**config.mk**
```make
export PLATFORM = sky130hd
export DESIGN_NAME = playback_unit
export DESIGN_NICKNAME = d
export VERILOG_FILES = /design/src/rtl/playback_unit.sv
export SDC_FILE = /design/constraint.sdc
export NUM_CORES = 1
export LEC_CHECK = 0
export ABC_AREA = 0
export ABC_CLOCK_PERIOD_IN_PS = 3000
export BUFFER_PORTS_ARGS = -buffer_cell sky130_fd_sc_hd__buf_2
export CAP_MARGIN = 20
export CORE_UTILIZATION = 50
export DETAILED_ROUTE_END_ITERATION = 12
export PLACE_DENSITY = 0.73
export SLEW_MARGIN = 0
export SYNTH_ARGS = -nofsm -noshare
export SYNTH_HDL_FRONTEND = slang
export SYNTH_SLANG_ARGS = --single-unit
```
**constraint.sdc**
```tcl
create_clock -name RCLK -period 3 [get_ports RCLK]
set_input_delay 0.45 -clock RCLK [delete_from_list [all_inputs] [get_ports RCLK]]
set_output_delay 0.45 -clock RCLK [all_outputs]
set_load 0.05 [all_outputs]
```
**src/rtl/playback_unit.sv**
```systemverilog
// Plays back recorded {key, count} words from a synchronous-read memory, holding each key for (count+1)*TICK_DIV cycles.
// Optional macro PLAYBACK_LOOP_EN: wrap to address 1 after the last word instead of finishing.
module playback_unit #(
   parameter int ADDR_W   = 11,
   parameter int KEY_W    = 8,
   parameter int CNT_W    = 4,
   parameter int TICK_DIV = 1
) (
   input  logic                   RCLK,
   input  logic                   nRST,
   input  logic                   PlayEn,
   input  logic [ADDR_W-1:0]      LastAddress,
   input  logic [KEY_W+CNT_W-1:0] ReadData,
   output logic [ADDR_W-1:0]      ReadAddress,
   output logic                   ReadEn,
   output logic [KEY_W-1:0]       Key,
   output logic                   Playing,
   output logic                   Done
);

   // state   | meaning
   // S_IDLE  | waiting for a PlayEn rising edge
   // S_FETCH | read strobe for the word at ReadAddress
   // S_LOAD  | read data valid; capture key and duration
   // S_HOLD  | key driven while the duration counts down
   // S_DONE  | one-cycle completion pulse, key silenced
   typedef enum logic [2:0] {S_IDLE, S_FETCH, S_LOAD, S_HOLD, S_DONE} state_t;

   localparam int                TICK_W    = 16;
   localparam logic [TICK_W-1:0] TICK_LAST = TICK_W'(TICK_DIV - 1);
   localparam logic [TICK_W-1:0] TICK_ONE  = TICK_W'(1);
   localparam logic [CNT_W:0]    REM_ONE   = (CNT_W+1)'(1);
   localparam logic [ADDR_W-1:0] ADDR_ONE  = ADDR_W'(1);

   state_t              state_q, state_d;
   logic [ADDR_W-1:0]   addr_q, addr_d;
   logic [KEY_W-1:0]    key_q, key_d;
   logic [CNT_W:0]      rem_q, rem_d;
   logic [TICK_W-1:0]   tick_q, tick_d;
   logic                play_q;
   logic                start;

   assign start = PlayEn & ~play_q;

   always_ff @(posedge RCLK or negedge nRST) begin
      if (!nRST) begin
         state_q <= S_IDLE;
         addr_q  <= '0;
         key_q   <= '0;
         rem_q   <= '0;
         tick_q  <= '0;
         play_q  <= 1'b0;
      end else begin
         state_q <= state_d;
         addr_q  <= addr_d;
         key_q   <= key_d;
         rem_q   <= rem_d;
         tick_q  <= tick_d;
         play_q  <= PlayEn;
      end
   end

   always_comb begin
      state_d = state_q;
      addr_d  = addr_q;
      key_d   = key_q;
      rem_d   = rem_q;
      tick_d  = tick_q;
      case (state_q)
         S_IDLE: begin
            if (start) begin
               if (LastAddress == '0) begin
                  state_d = S_DONE;
               end else begin
                  addr_d  = ADDR_ONE;
                  state_d = S_FETCH;
               end
            end
         end
         S_FETCH: begin
            if (!PlayEn) begin
               state_d = S_IDLE;
               key_d   = '0;
            end else begin
               state_d = S_LOAD;
            end
         end
         S_LOAD: begin
            if (!PlayEn) begin
               state_d = S_IDLE;
               key_d   = '0;
            end else begin
               key_d   = ReadData[KEY_W+CNT_W-1:CNT_W];
               rem_d   = {1'b0, ReadData[CNT_W-1:0]} + REM_ONE;
               tick_d  = '0;
               state_d = S_HOLD;
            end
         end
         S_HOLD: begin
            if (!PlayEn) begin
               state_d = S_IDLE;
               key_d   = '0;
            end else if (tick_q == TICK_LAST) begin
               tick_d = '0;
               rem_d  = rem_q - REM_ONE;
               // Last unit of this word: LastAddress is compared live, so a lowered value ends early.
               if (rem_q == REM_ONE) begin
`ifdef PLAYBACK_LOOP_EN
                  if (addr_q == LastAddress) begin
                     addr_d  = ADDR_ONE;
                     state_d = S_FETCH;
                  end else
`endif
                  if (addr_q >= LastAddress) begin
                     state_d = S_DONE;
                     key_d   = '0;
                  end else begin
                     addr_d  = addr_q + ADDR_ONE;
                     state_d = S_FETCH;
                  end
               end
            end else begin
               tick_d = tick_q + TICK_ONE;
            end
         end
         S_DONE: begin
            key_d   = '0;
            state_d = S_IDLE;
         end
         default: begin
            state_d = S_IDLE;
            key_d   = '0;
         end
      endcase
   end

   assign ReadAddress = addr_q;
   assign ReadEn      = (state_q == S_FETCH);
   assign Key         = key_q;
   assign Playing     = (state_q == S_FETCH) || (state_q == S_LOAD) || (state_q == S_HOLD);
   assign Done        = (state_q == S_DONE);

endmodule

```
==> key figures <==
Run status
  • Run status: finished, final reports clean

CTS
  • CTS resizes: 0
  • Post-CTS setup buffers: 0
  • CTS tree: built
  • H-Tree Depth: 2
  • Clock slew at reported path FFs: 90 ps
  • Root buffer cell: clkbuf_8
  • Clock buffer depth: 2
  • Clock Sinks: 44
  • Clock latency on the worst-skew pair: 300 ps
  • Num CTS Buffers: 5
  • CTS Hold Bufs: 0

Yosys
  • Synthesized net count: 343
  • Syn Area/Cell: 9.196 um2
  • Ys async rst share: 100.0%
  • Cell area after synthesis: 2759 um2
  • Post-synthesis sequential area ratio: 39.91%
  • Flops & latches, synth: 44
  • Yosys Warn Count: 0
  • Synth cell types: 52
  • Top_reg_cell synth: dfrtp_1
  • Mapped Cells: 300
  • Post-synth EDFFs: 0

Route
  • Vias per inst: 5.888
  • Routed via count: 2467
  • DRC: 0
  • Wire per inst: 15.29 um
  • Detailed Route WL: 6406 um
  • DR pass1 iterations: 4
  • Final ANT Viol Nets: 0
  • Drt first-iter violations: 154

Critical path
  • Crit path from: ReadAddress[5]$_DFFE_PN0P_
  • Critical path class: reg2reg
  • Startpoint types: register
  • Worst EP arrival: 2600 ps
  • Worst Path Max Fanout: 8
  • Critical Path RT: 3230 ps
  • Crit end category: register
  • R2R Path Start: ReadAddress[5]$_DFFE_PN0P_

Floorplanning
  • Starting Density: 53.00%
  • Die W: 76.28 um
  • Area of the die: 5819 um2
  • Core box area: 5205 um2
  • Vert. Die Dim: 76.28 um
  • Number of core rows: 26
  • I/O pins: 48

STA
  • Finish-stage setup viols: 0
  • RSZ-0062 raised after global routing: no
  • Period Utilization, post-route: 79.04%
  • Clk_skew: 11.00 ps
  • Setup TNS: 0 ps
  • Max-slew headroom: 61.01%
  • Worst slew pin tran: 582.7 ps
  • FMAX: 421.7 MHz
  • Final Slew Violations: 0
  • Min Tclk post-route: 2371 ps
  • Post-route setup slack: 628.8 ps
  • Fin. Hold Viols: 0

GRT
  • First-pass GRT wire length: 10760 um
  • GRT Total Usage: 23.12%
  • Vias in the first global route: 2293
  • Global route hottest layer: met2
  • Overflow after GRT: 0
  • Routing usage on met3: 4.790%
  • GRT met2 Usage: 37.93%
  • Largest net degree at the start of global routing: 45
  • Met1 Resource Use GR: 30.96%
  • Initial antenna violation count: 0

Finish
  • Final-stage net count: 391
  • Final core utilization: 60.48%
  • Diodes inserted: 0
  • Share of layout cells above drive strength 1: 21.78%
  • FILL cells: 499
  • Area Growth Syn to Fin: 14.10%

Power
  • Reg power frac: 43.8%
  • Switching Share: 39.19%
  • Combinational fraction of design power: 33.5%
  • Pleak: 1.557 nW
  • Pwr/cell area: 539.9 nW/um2
  • Pint: 0.001034 W
  • Maximum VDD drop: 0.3866 mV
  • Sw power: 0.0006660 W
  • Clk pwr share: 22.7%

Min path
  • Hold Crit Class: in2async

Placement
  • Pre-CTS WS: 516.6 ps
  • GP Congestion: 0.8188
  • Number of port buffers: 47
  • DP Wirelength: 4568 um

Job
  • Maxcap violations: 0
per-layer routing:
metal	up-vias	wire length, um
met1	1191	2975
li1	1204	-
met4	0	55
met3	5	295
met5	-	0
met2	67	3078
cell usage after synthesis, types with 2 or more instances:
master / n / area share (%)
dfrtp_1: 44 / 40
nor2_1: 27 / 3.7
o21ai_0: 27 / 4.9
nand2_1: 25 / 3.4
inv_1: 18 / 2.4
ha_1: 17 / 7.7
nand3_1: 17 / 3.1
a21oi_1: 15 / 2.7
a22o_1: 11 / 3.5
o31ai_1: 10 / 2.7
and3_1: 8 / 1.8
xor2_1: 7 / 2.2
nand4_1: 6 / 1.4
clkbuf_1: 5 / 0.68
nor4_1: 5 / 1.1
a31oi_1: 4 / 0.91
and2_1: 4 / 0.91
buf_6: 4 / 1.6
nor3_1: 4 / 0.73
nand3b_1: 3 / 0.82
o41ai_2: 3 / 1.8
and4_1: 2 / 0.64
nand2b_1: 2 / 0.45
nor4_2: 2 / 0.91
o41ai_1: 2 / 0.64
or3_1: 2 / 0.45
registers in the layout, summed over array words and instances, names as in the netlist:
signal and cells:
rem_q 5, Key 8, play_q 1, state_q 3, ReadAddress 11, tick_q 16
final timing paths:
check	slack (ps)	to	depth (start not counted)
setup / recovery	630	Key[0]$_DFFE_PN0P_	7
hold / removal	40	tick_q[14]$_DFFE_PN0P_	1
setup reg to reg	630	Key[0]$_DFFE_PN0P_	7
hold reg to reg	510	Key[2]$_DFFE_PN0P_	1
max in group asynchronous	2470	Key[0]$_DFFE_PN0P_	2
min in group RCLK	350	play_q$_DFF_PN0_	1
critical path, cell delays in order (launching register included):
cell	delay [ps]
dfrtp_1	450
ha_1	320
a21o_1	180
a221o_1	340
a31oi_1	210
o21ai_0	220
o211ai_2	400
a22o_1	200
per-stage QoR:
step           area [um2]  hold slack (ps)  instances  total power [W]
6_report             3148            41.71        419         0.001700
5_1_grt              3148            51.20        419         0.001808
4_1_cts              3128            341.4        418         0.001705
3_5_place_dp         3035            487.3        410         0.001318
3_3_place_gp         3035            480.6        410         0.001308
2_1_floorplan        2759            154.4        300         0.001177
power by group through the flow:
stage          combinational [W]  clock [W]  sequential (W)
3_5_place_dp            0.000564          0        0.000754
4_1_cts                 0.000567   0.000396        0.000743
6_report                0.000570   0.000386        0.000744
2_1_floorplan           0.000333          0        0.000844
5_1_grt                 0.000626   0.000424        0.000758
3_3_place_gp            0.000555          0        0.000753
cells in the final DEF, fill, tap and decap left out, types with 5 or more instances in the layout:
cell type and n:
a21oi_1 15, a22o_1 11, and3_1 8, buf_2 47
clkbuf_8 6, dfrtp_1 44, ha_1 17, inv_1 18
nand2_1 25, nand3_1 17, nand4_1 6, nor2_1 27
nor4_1 5, o21ai_0 27, o31ai_1 10, xor2_1 7
cell families (layout without fill, tap and decap cells):
group,count (synthesis),after routing,synth area share [%]
AO/OA/AOI/OAI,86,86,22.00
XOR/XNOR,8,8,2.540
adder cells (fa/ha/maj),17,17,7.710
buffers and inverters,28,77,4.943
flip-flops,44,44,39.91
AND/OR/NAND/NOR,117,117,22.90
layout make-up:
| class | count | area, um2 | area share (%) |
|---|---|---|---|
| Multi-Input combinational cell | 228 | 1521 | 48.33 |
| Tap cell | 70 | 87.58 | 2.782 |
| Timing Repair Buffer | 51 | 277.8 | 8.824 |
| Clock inverter | 2 | 10.01 | 0.3180 |
| Clock buffer | 6 | 82.58 | 2.623 |
| Sequential cell | 44 | 1101 | 34.98 |
| Inverter | 18 | 67.56 | 2.146 |
(Power assumes the default switching activity.)
